### config.mk
export PLATFORM = sky130hd
export DESIGN_NAME = imem_loader
export DESIGN_NICKNAME = d
export VERILOG_FILES = /design/src/rtl/loader_pkg.sv /design/src/rtl/word_assembler.sv /design/src/rtl/imem_loader.sv
export SDC_FILE = /design/constraint.sdc
export NUM_CORES = 1
export LEC_CHECK = 0
export ABC_AREA = 1
export CORE_ASPECT_RATIO = 1.5
export CORE_UTILIZATION = 25
export CTS_CLUSTER_DIAMETER = 30
export DETAILED_ROUTE_END_ITERATION = 16
export GPL_TIMING_DRIVEN = 0
export PLACE_DENSITY = 0.42
export SYNTH_ARGS = -nofsm -noshare
export SYNTH_HDL_FRONTEND = slang
export SYNTH_SLANG_ARGS = --single-unit
### constraint.sdc
create_clock -name CLK -period 5.2 [get_ports CLK]
set_input_delay 0.52 -clock CLK [delete_from_list [all_inputs] [get_ports CLK]]
set_output_delay 0.52 -clock CLK [all_outputs]
set_load 0.01 [all_outputs]
### src/rtl/loader_pkg.sv
`default_nettype none
// ============================================================================
//  Module   : loader_pkg
//  Brief    : Shared state encoding and stream-format constants for the
//             instruction-memory loader.
//  Revision : 1.0 - initial release
// ============================================================================
package loader_pkg;

    // Length header is a little-endian word count of this many bytes
    localparam int HDR_BYTES  = 2;
    // Each instruction word arrives as this many little-endian bytes
    localparam int WORD_BYTES = 4;
    // Width of the byte-lane counter inside one word
    localparam int LANE_W     = $clog2(WORD_BYTES);

    typedef enum logic [2:0] {
        ST_LEN_LO = 3'd0,
        ST_LEN_HI = 3'd1,
        ST_DATA   = 3'd2,
        ST_WRITE  = 3'd3,
        ST_DONE   = 3'd4,
        ST_ERR    = 3'd5
    } state_e;

endpackage
`default_nettype wire

### src/rtl/word_assembler.sv
`default_nettype none
// ============================================================================
//  Module   : word_assembler
//  Brief    : Collects bytes into a 32-bit little-endian word. The first byte
//             of a word ends up in bits 7:0. 'last' flags that the next
//             pushed byte completes the word.
//  Revision : 1.0 - initial release
// ============================================================================
module word_assembler
    import loader_pkg::*;
(
    input  logic                    CLK,
    input  logic                    RESET,
    input  logic                    clear,
    input  logic                    push,
    input  logic [7:0]              byte_in,
    output logic [8*WORD_BYTES-1:0] word,
    output logic                    last
);

    logic [LANE_W-1:0]       cnt_q, cnt_d;
    logic [8*WORD_BYTES-1:0] sr_q, sr_d;

    // Next lane count and shift value; new bytes enter at the top so that
    // after a full word the first byte has drifted down to lane 0.
    always_comb begin
        cnt_d = cnt_q;
        sr_d  = sr_q;
        if (clear) begin
            cnt_d = '0;
            sr_d  = '0;
        end else if (push) begin
            cnt_d = cnt_q + LANE_W'(1);
            sr_d  = {byte_in, sr_q[8*WORD_BYTES-1:8]};
        end
    end

    // Lane counter and assembly register, cleared by the active-low reset
    always_ff @(posedge CLK) begin
        if (!RESET) begin
            cnt_q <= '0;
            sr_q  <= '0;
        end else begin
            cnt_q <= cnt_d;
            sr_q  <= sr_d;
        end
    end

    assign word = sr_q;
    assign last = (cnt_q == LANE_W'(WORD_BYTES - 1));

endmodule
`default_nettype wire

### src/rtl/imem_loader.sv
`default_nettype none
// ============================================================================
//  Module   : imem_loader
//  Brief    : Receives a length-prefixed byte stream, writes the contained
//             32-bit words into instruction memory and holds the CPU in reset
//             until the whole image has been written.
//  Revision : 1.0 - initial release
// ============================================================================
module imem_loader
    import loader_pkg::*;
#(
    parameter int ADDR_W = 8
) (
    input  logic              CLK,
    input  logic              RESET,
    input  logic              in_valid,
    input  logic [7:0]        in_data,
    output logic              in_ready,
    input  logic              reload,
    output logic              imem_we,
    output logic [ADDR_W-1:0] imem_addr,
    output logic [31:0]       imem_wdata,
    output logic              cpu_reset,
    output logic              done,
    output logic              err
);

    localparam int LEN_W = 8 * HDR_BYTES;
    // Largest legal word count; one wider than the header so it is exact
    localparam logic [LEN_W:0] CAPACITY = (LEN_W + 1)'(1) << ADDR_W;

    state_e            state_q, state_d;
    logic [LEN_W-1:0]  n_q, n_d;
    logic [ADDR_W-1:0] idx_q, idx_d;
    logic              in_ready_q, in_ready_d;
    logic              imem_we_q, imem_we_d;
    logic              cpu_reset_q, cpu_reset_d;
    logic              done_q, done_d;
    logic              err_q, err_d;

    logic              accept;
    logic [LEN_W-1:0]  n_full;
    logic              idx_last;
    logic              asm_clear;
    logic              asm_push;
    logic [31:0]       asm_word;
    logic              asm_last;

    assign accept   = in_valid & in_ready_q;
    assign n_full   = {in_data, n_q[7:0]};
    // Compare index+1 against N so N-1 never has to be formed (N=0 never
    // reaches DATA, and the widened sum cannot overflow at full capacity)
    assign idx_last = ((LEN_W + 1)'(idx_q) + (LEN_W + 1)'(1)) == {1'b0, n_q};

    word_assembler u_asm (
        .CLK     (CLK),
        .RESET   (RESET),
        .clear   (asm_clear),
        .push    (asm_push),
        .byte_in (in_data),
        .word    (asm_word),
        .last    (asm_last)
    );

    // Next-state logic; outputs are derived from the next state so they are
    // registered and line up with the state they describe.
    always_comb begin
        state_d   = state_q;
        n_d       = n_q;
        idx_d     = idx_q;
        asm_clear = 1'b0;
        asm_push  = 1'b0;
        case (state_q)
            ST_LEN_LO: begin
                if (accept) begin
                    n_d[7:0] = in_data;
                    state_d  = ST_LEN_HI;
                end
            end
            ST_LEN_HI: begin
                if (accept) begin
                    n_d = n_full;
                    if (n_full == '0) begin
                        state_d = ST_DONE;
                    end else if ({1'b0, n_full} > CAPACITY) begin
                        state_d = ST_ERR;
                    end else begin
                        idx_d     = '0;
                        asm_clear = 1'b1;
                        state_d   = ST_DATA;
                    end
                end
            end
            ST_DATA: begin
                if (accept) begin
                    asm_push = 1'b1;
                    if (asm_last) begin
                        state_d = ST_WRITE;
                    end
                end
            end
            ST_WRITE: begin
                if (idx_last) begin
                    state_d = ST_DONE;
                end else begin
                    idx_d   = idx_q + ADDR_W'(1);
                    state_d = ST_DATA;
                end
            end
            ST_DONE: begin
                if (reload) begin
                    state_d = ST_LEN_LO;
                end
            end
            ST_ERR: begin
                state_d = ST_ERR;
            end
            default: begin
                state_d = ST_LEN_LO;
            end
        endcase

        in_ready_d  = (state_d == ST_LEN_LO) || (state_d == ST_LEN_HI) ||
                      (state_d == ST_DATA);
        imem_we_d   = (state_d == ST_WRITE);
        cpu_reset_d = (state_d != ST_DONE);
        done_d      = (state_d == ST_DONE);
        err_d       = (state_d == ST_ERR);
    end

    // State, counters and registered outputs
    always_ff @(posedge CLK) begin
        if (!RESET) begin
            state_q     <= ST_LEN_LO;
            n_q         <= '0;
            idx_q       <= '0;
            in_ready_q  <= 1'b0;
            imem_we_q   <= 1'b0;
            cpu_reset_q <= 1'b1;
            done_q      <= 1'b0;
            err_q       <= 1'b0;
        end else begin
            state_q     <= state_d;
            n_q         <= n_d;
            idx_q       <= idx_d;
            in_ready_q  <= in_ready_d;
            imem_we_q   <= imem_we_d;
            cpu_reset_q <= cpu_reset_d;
            done_q      <= done_d;
            err_q       <= err_d;
        end
    end

    assign in_ready   = in_ready_q;
    assign imem_we    = imem_we_q;
    assign imem_addr  = idx_q;
    assign imem_wdata = asm_word;
    assign cpu_reset  = cpu_reset_q;
    assign done       = done_q;
    assign err        = err_q;

endmodule
`default_nettype wire

# --- Yosys cells after proc, flatten, opt, wreduce, memory -nomap -nowiden ---
# Index checks and enable logic that the tools add are counted.
word_totals:
  mem_count: 0
  elab_cells: 67
  out_inout_bits: 45
  mem_bits_rw: 0
  romBits: 0
  regBits: 66
  latch_bits: 0
classes:
  n_reduce_logical: 10
  mul: 0
  shift: 0
  n_mux: 22
  div_mod_pow: 0
  n_eq_ne: 17
  order_cmp: 1
  n_bitwise: 3
  n_addsub: 3
op_table:
  columns: ["operator", "n"]
  rows:
  - ["2-to-1 mux 8 bit", 5]
  - ["one-hot mux 8 bit (2 select lines)", 2]
  - ["2-to-1 mux 3 bit", 8]
  - ["one-hot mux 3 bit (6 select lines)", 1]
  - ["== test 9 x 16 -> 1 bit", 1]
  - ["greater-than comparator 16 x 9 -> 1 bit (second input constant)", 1]
  - ["zero test 16 bit", 1]
  - ["== test 3 x 2 -> 1 bit (second input constant)", 4]
  - ["== test 3 bit (second input constant)", 4]
  - ["adder 8 x 1 -> 9 bit (second input constant)", 1]
  - ["adder 8 x 1 -> 8 bit (second input constant)", 1]
  - ["!= test 2 bit (second input constant)", 4]
  - ["== test 3 x 1 -> 1 bit (second input constant)", 2]
  - ["zero test 3 bit", 2]
  - ["2-to-1 mux 1 bit", 6]
  - ["AND reduction 5 bit", 1]
  - ["!= test 3 bit (second input constant)", 1]
  - ["AND reduction 3 bit", 1]
  - ["adder 2 x 1 -> 2 bit (second input constant)", 1]
  - ["== test 2 bit (second input constant)", 1]
  - ["logical OR 1 bit", 2]
  - ["NOT 1 bit", 2]
  - ["AND reduction 2 bit", 1]
  - ["nonzero test 2 bit", 1]
  - ["other kinds (2)", 2]

# --- Longest topological paths before layout ---
depth:
  ltp_word: 8
  mapped_depth: 15
  mapped_depth_nobuf: 14

# --- Modules after synthesis ---
# From an unflattened synthesis, not the netlist that was laid out.
hier_totals:
  cells_unflattened: 404
  hier_area_um2: 3101.7
by_module_without_submodules:
  columns: ["module", "seq_area_each_um2", "instances", "cells_each", "area_per_inst_um2"]
  rows:
  - ["imem_loader", 640.6, 1, 252, 1696.6]
  - ["word_assembler", 680.7, 1, 152, 1405.1]

# --- Worst setup path after synthesis ---
# Ideal clock, no wire load.
synth_path:
  path_kind: "register to register"
  from: "reg idx_q[0] (netlist: imem_addr[0])"
  to: "reg idx_q[7] (netlist: imem_addr[7])"
  path_slack_ns: 3.380
  required_time_ns: 5.085
  n_path_buf: 1
  setup_ns: 0.115
  arrival_ns: 1.705
  period_less_slack_ns: 1.820
  path_stages_with_launch: 14
  cell_sequence: "dfxtp_1 ha_1 nand3_2 o21ai_2 nand2_1 nand2_1 nand2_2 nor2_4 nand3_4 nand2_4 buf_12 nand3_1 nand2_1 nor2_1"
synth_between:
  elab_chain_cells: 4
  elab_cells_between_ends: 7
  classes_between: "add/sub (2); eq/ne (2); mux (2); reduce/logical (1)"
synth_rtl:
  columns: ["element", "line_no", "text"]
  rows:
  - ["from (decl)", "imem_loader.sv:34", "logic [ADDR_W-1:0] idx_q, idx_d;"]
  - ["from (signal assigned)", "imem_loader.sv:145", "idx_q <= idx_d;"]
  - ["adder 8 x 1 -> 9 bit", "imem_loader.sv:53", "assign idx_last = ((LEN_W + 1)'(idx_q) + (LEN_W + 1)'(1)) == {1'b0, n_q};"]
  - ["== test 9 x 16 -> 1 bit", "imem_loader.sv:53", null]
  - ["!= test 2 bit (no line)", null, null]
  - ["AND reduction 5 bit (no line)", null, null]
# Several ways; a longest one is shown, not always the timed one. The select of a mux whose other input is x is not followed.
# A chain may end at the register's enable or synchronous reset.

# --- Worst setup path after layout ---
layout_path:
  from: "in in_data[3]"
  to: "reg u_asm.sr_q[19] (netlist: u_asm.word[19])"
layout_between:
  elab_chain_cells: 6
  elab_cells_between_ends: 7
  classes_between: "order compare (1); mux (4); reduce/logical (2)"
layout_rtl:
  columns: ["element", "line_no", "text"]
  rows:
  - ["from (decl)", "imem_loader.sv:17", "input logic [7:0] in_data,"]
  - ["greater-than comparator 16 x 9 -> 1 bit", "imem_loader.sv:85", "end else if ({1'b0, n_full} > CAPACITY) begin"]
  - ["2-to-1 mux 1 bit", "imem_loader.sv:85", null]
  - ["2-to-1 mux 1 bit *", "imem_loader.sv:83", "if (n_full == '0) begin"]
  - ["2-to-1 mux 1 bit *", "imem_loader.sv:81", "if (accept) begin"]
  - ["2-to-1 mux 1 bit *", "imem_loader.sv:73", "case (state_q)"]
  - ["OR reduction 2 bit (no line) *", null, null]
  - ["to (signal assigned)", "word_assembler.sv:45", "sr_q <= sr_d;"]
  - ["to (decl)", "word_assembler.sv:22", "logic [8*WORD_BYTES-1:0] sr_q, sr_d;"]
# Every way passes the cells marked *; elsewhere a longest branch is shown, timed or not.

==> results.py <==
metrics = {
    "power": {
        "p_per_area_nw_per_um2": 298,
        "vdd_drop_max_v": 0.000143,
        "total_power_mw": 1.20,
        "p_leak_nw": 1.52,
    },
    "status": {
        "status": "finished clean",
    },
    "logic_synthesis": {
        "yosysSeqAreaShare_pct": 44.4,
        "synth_fp_nets": 430,
        "syn_inst": 416,
        "ys_ff_latch": 66,
        "synthDistinctLibCells": 27,
        "yosys_warnings": 0,
        "avgSynthCellArea_um2": 7.16,
        "async_reset_ff_share_pct": 0,
        "synth_area_um2": 2980,
        "synth-edff-count": 0,
        "ys.flop_type": "dfxtp_1",
    },
    "floorplanning": {
        "initial_utilization_pct": 25.8,
        "fp.dieH_um": 136,
        "core_area_um2": 11500,
        "die_x_um": 91.1,
        "ios": 57,
        "die_area_um2": 12400,
        "num_rows": 48,
    },
    "global_route": {
        "grt_max_degree": 12,
        "grt_pass1_vias": 2702,
        "grt_pass1_wl_mm": 13.8,
        "overflow": 0,
        "antenna_found_initial": 0,
        "track_usage_pct": 14.8,
    },
    "critical_path": {
        "cp_max_fo": 10,
        "cp_data_required_time_ns": 5.41,
        "r2r-end": "u_asm.word[19]",
        "reg2reg_from": "state_q[0]",
        "cp_slowest_cell": "clkdlybuf4s50_1",
        "worst-path-buf-inv": 2,
        "crit_chain": "clkdlybuf4s50_1 -> nor2_1 -> nand3_1 -> nor2_1 -> nand2_1 -> nand2_1 -> nand3_2 -> nand2_1 -> buf_2 -> a21oi_1",
        "critPathCapture": "u_asm.word[19]",
        "startpoint": "in_data[3]",
        "cp_top_family": "simple AND/OR/NAND/NOR gates",
        "r2r_cells": 8,
        "crit_top_cell": "nand2_1",
        "slowest_delay_ns": 0.49,
        "cp-start-kind": "input pin",
        "criticalPathCategory": "input pin to flop",
        "crit_arrival_ns": 2.48,
        "crit_cells": 10,
        "rrSetupSlack_ns": 3.13,
        "crit_path_end_kind": "flop",
    },
    "layout": {
        "num-fill-cells": 1263,
        "diodes": 0,
        "layout-drive-gt1-share_pct": 10.7,
        "syn_to_final_growth_pct": 34.7,
        "multiInputGateArea_um2": 1410,
        "mostFrequentLayoutCell": "nand2_1",
        "final_cell_area_um2": 4010,
        "final_cell_mix": "nand2_1, dfxtp_1, clkdlybuf4s50_1, a21oi_1, nor2_1",
        "register_area_um2": 1320,
        "fin_nets": 496,
        "instances_no_fill": 636,
    },
    "worst_hold_path": {
        "hp-class": "flop to flop",
        "hold_start": "u_asm.word[2]",
    },
    "timing": {
        "finalCriticalPeriod_ns": 2.27,
        "fmax_mhz": 441,
        "grt_setup_unrepaired": "false",
        "skew_ns": 0.00798,
        "slew_headroom_pct": 70.4,
        "setup_viol": 0,
        "worst_pin_slew_ns": 0.443,
        "setup_tns_ns": 0,
        "slew_viol_final": 0,
        "hold_viol_final": 0,
        "setup_ws_ns": 2.93,
        "fin_crit_sh_pct": 43.6,
    },
    "job": {
        "maxCapViolCount": 0,
    },
    "clock_tree": {
        "post-cts-setup-buffers": 0,
        "cts_sinks": 66,
        "numCtsBuffers": 9,
        "cts.path.max_buffers": 2,
        "insertion_delay_ns": 0.33,
        "ctsResizeCount": 0,
        "cts-root-buf": "clkbuf_16",
        "htreeDepth": 3,
        "hold_buffers": 0,
        "path_clk_slew_ns": 0.06,
        "cts_tree": "done",
    },
    "place": {
        "post-place-cells": 621,
        "gp_congestion": 0.746,
        "dp_hpwl_mm": 6.48,
        "place_area_um2": 3710,
        "pre_cts_ws_ns": 2.55,
        "port_buffers": 55,
    },
    "route": {
        "drt-pass1-iter-count": 4,
        "drt_iter0_drc": 91,
        "postRouteAntennaNets": 0,
        "wl_per_cell_um": 13.5,
        "vias": 2763,
        "drc": 0,
        "vias_per_cell": 4.34,
        "wirelength_mm": 8.57,
    },
}
-- cells by family after synthesis --
| family | Yosys count | synth area share, % |
|---|---|---|
| adders and majority gates | 2 | 0.841 |
| DFF | 66 | 44.4 |
| buffers and inverters | 55 | 8.28 |
| xor gates and xnor gates | 3 | 0.883 |
| AOI/OAI and AO/OA | 76 | 13.8 |
| and+or+nand+nor | 214 | 31.8 |
-- worst min-delay path by stage --
stage	slack, ns	depth (start not counted)	endpoint
6_report	0.46	2	u_asm.word[2]
4_1_cts	0.47	2	u_asm.word[5]
3_5_place_dp	0.46	2	u_asm.word[5]
3_3_place_gp	0.45	2	u_asm.cnt_q[1]
2_1_floorplan	0.44	2	u_asm.cnt_q[1]
5_1_grt	0.48	2	u_asm.word[2]
-- report_power, final --
| part | internal [mW] | leakage [nW] | switching [mW] |
|---|---|---|---|
| combinational | 0.0272 | 0.848 | 0.0472 |
| sequential | 0.516 | 0.534 | 0.00499 |
| clock | 0.379 | 0.140 | 0.222 |
-- Yosys cell counts, types with 2 or more instances --
cell type	n	area, um^2
ha_1	2	25.0
a21oi_2	7	61.3
nand3_1	19	95.1
nand3_2	4	40.0
nand2_1	121	454
a21oi_1	50	250
dfxtp_1	66	1320
inv_1	38	143
buf_2	3	15.0
nor3_1	2	10.0
nand2_2	8	50.1
nand4_1	4	25.0
nor2_2	6	37.5
xor2_1	2	17.5
o21ai_0	18	90.1
clkbuf_1	9	33.8
clkbuf_8	2	27.5
nor2_4	3	33.8
nor2_1	44	165
-- final cells by class --
cell class	instances	share of cell area (%)
plain buffers	16	2.50
repair buffers	55	13.7
well taps	150	4.68
flip-flops and latches	66	33.0
clock buffers	10	5.96
clock inverters	5	1.37
multi-input cells	295	35.1
inverters	39	3.65
-- per-stage QoR --
stage	utilization, %	hold WS [ns]
finish	34.8	0.465
CTS	34.8	0.468
global route	34.8	0.480
detailed placement	32.2	0.456
global placement	32.2	0.452
floorplan	-	0.445
-- worst register-to-register path: stages (launching register included) --
cell and delay [ns]:
dfxtp_1 0.34, inv_1 0.07, nor2_1 0.13, nand2_1 0.10, nor2_2 0.31, nand3_2 0.33
nand2_1 0.32, buf_2 0.29, a21oi_1 0.07
-- flip-flops by register name (all words and copies together) (netlist names) --
| signal | flops |
|---|---|
| in_ready | 1 |
| n_q | 16 |
| done | 1 |
| state_q | 3 |
| u_asm.word | 32 |
| u_asm.cnt_q | 2 |
| imem_addr | 8 |
| err | 1 |
| cpu_reset | 1 |
| imem_we | 1 |
-- metal layers --
| metal | vias up | GRT usage [%] | share of wire, % |
|---|---|---|---|
| met5 | - | 0 | 0 |
| met4 | 0 | 6.53 | 2.1 |
| met3 | 11 | 3.14 | 4.1 |
| met2 | 51 | 28.2 | 53 |
| met1 | 1248 | 15.4 | 41 |
| li1 | 1453 | - | - |
(Power assumes the default switching activity.)
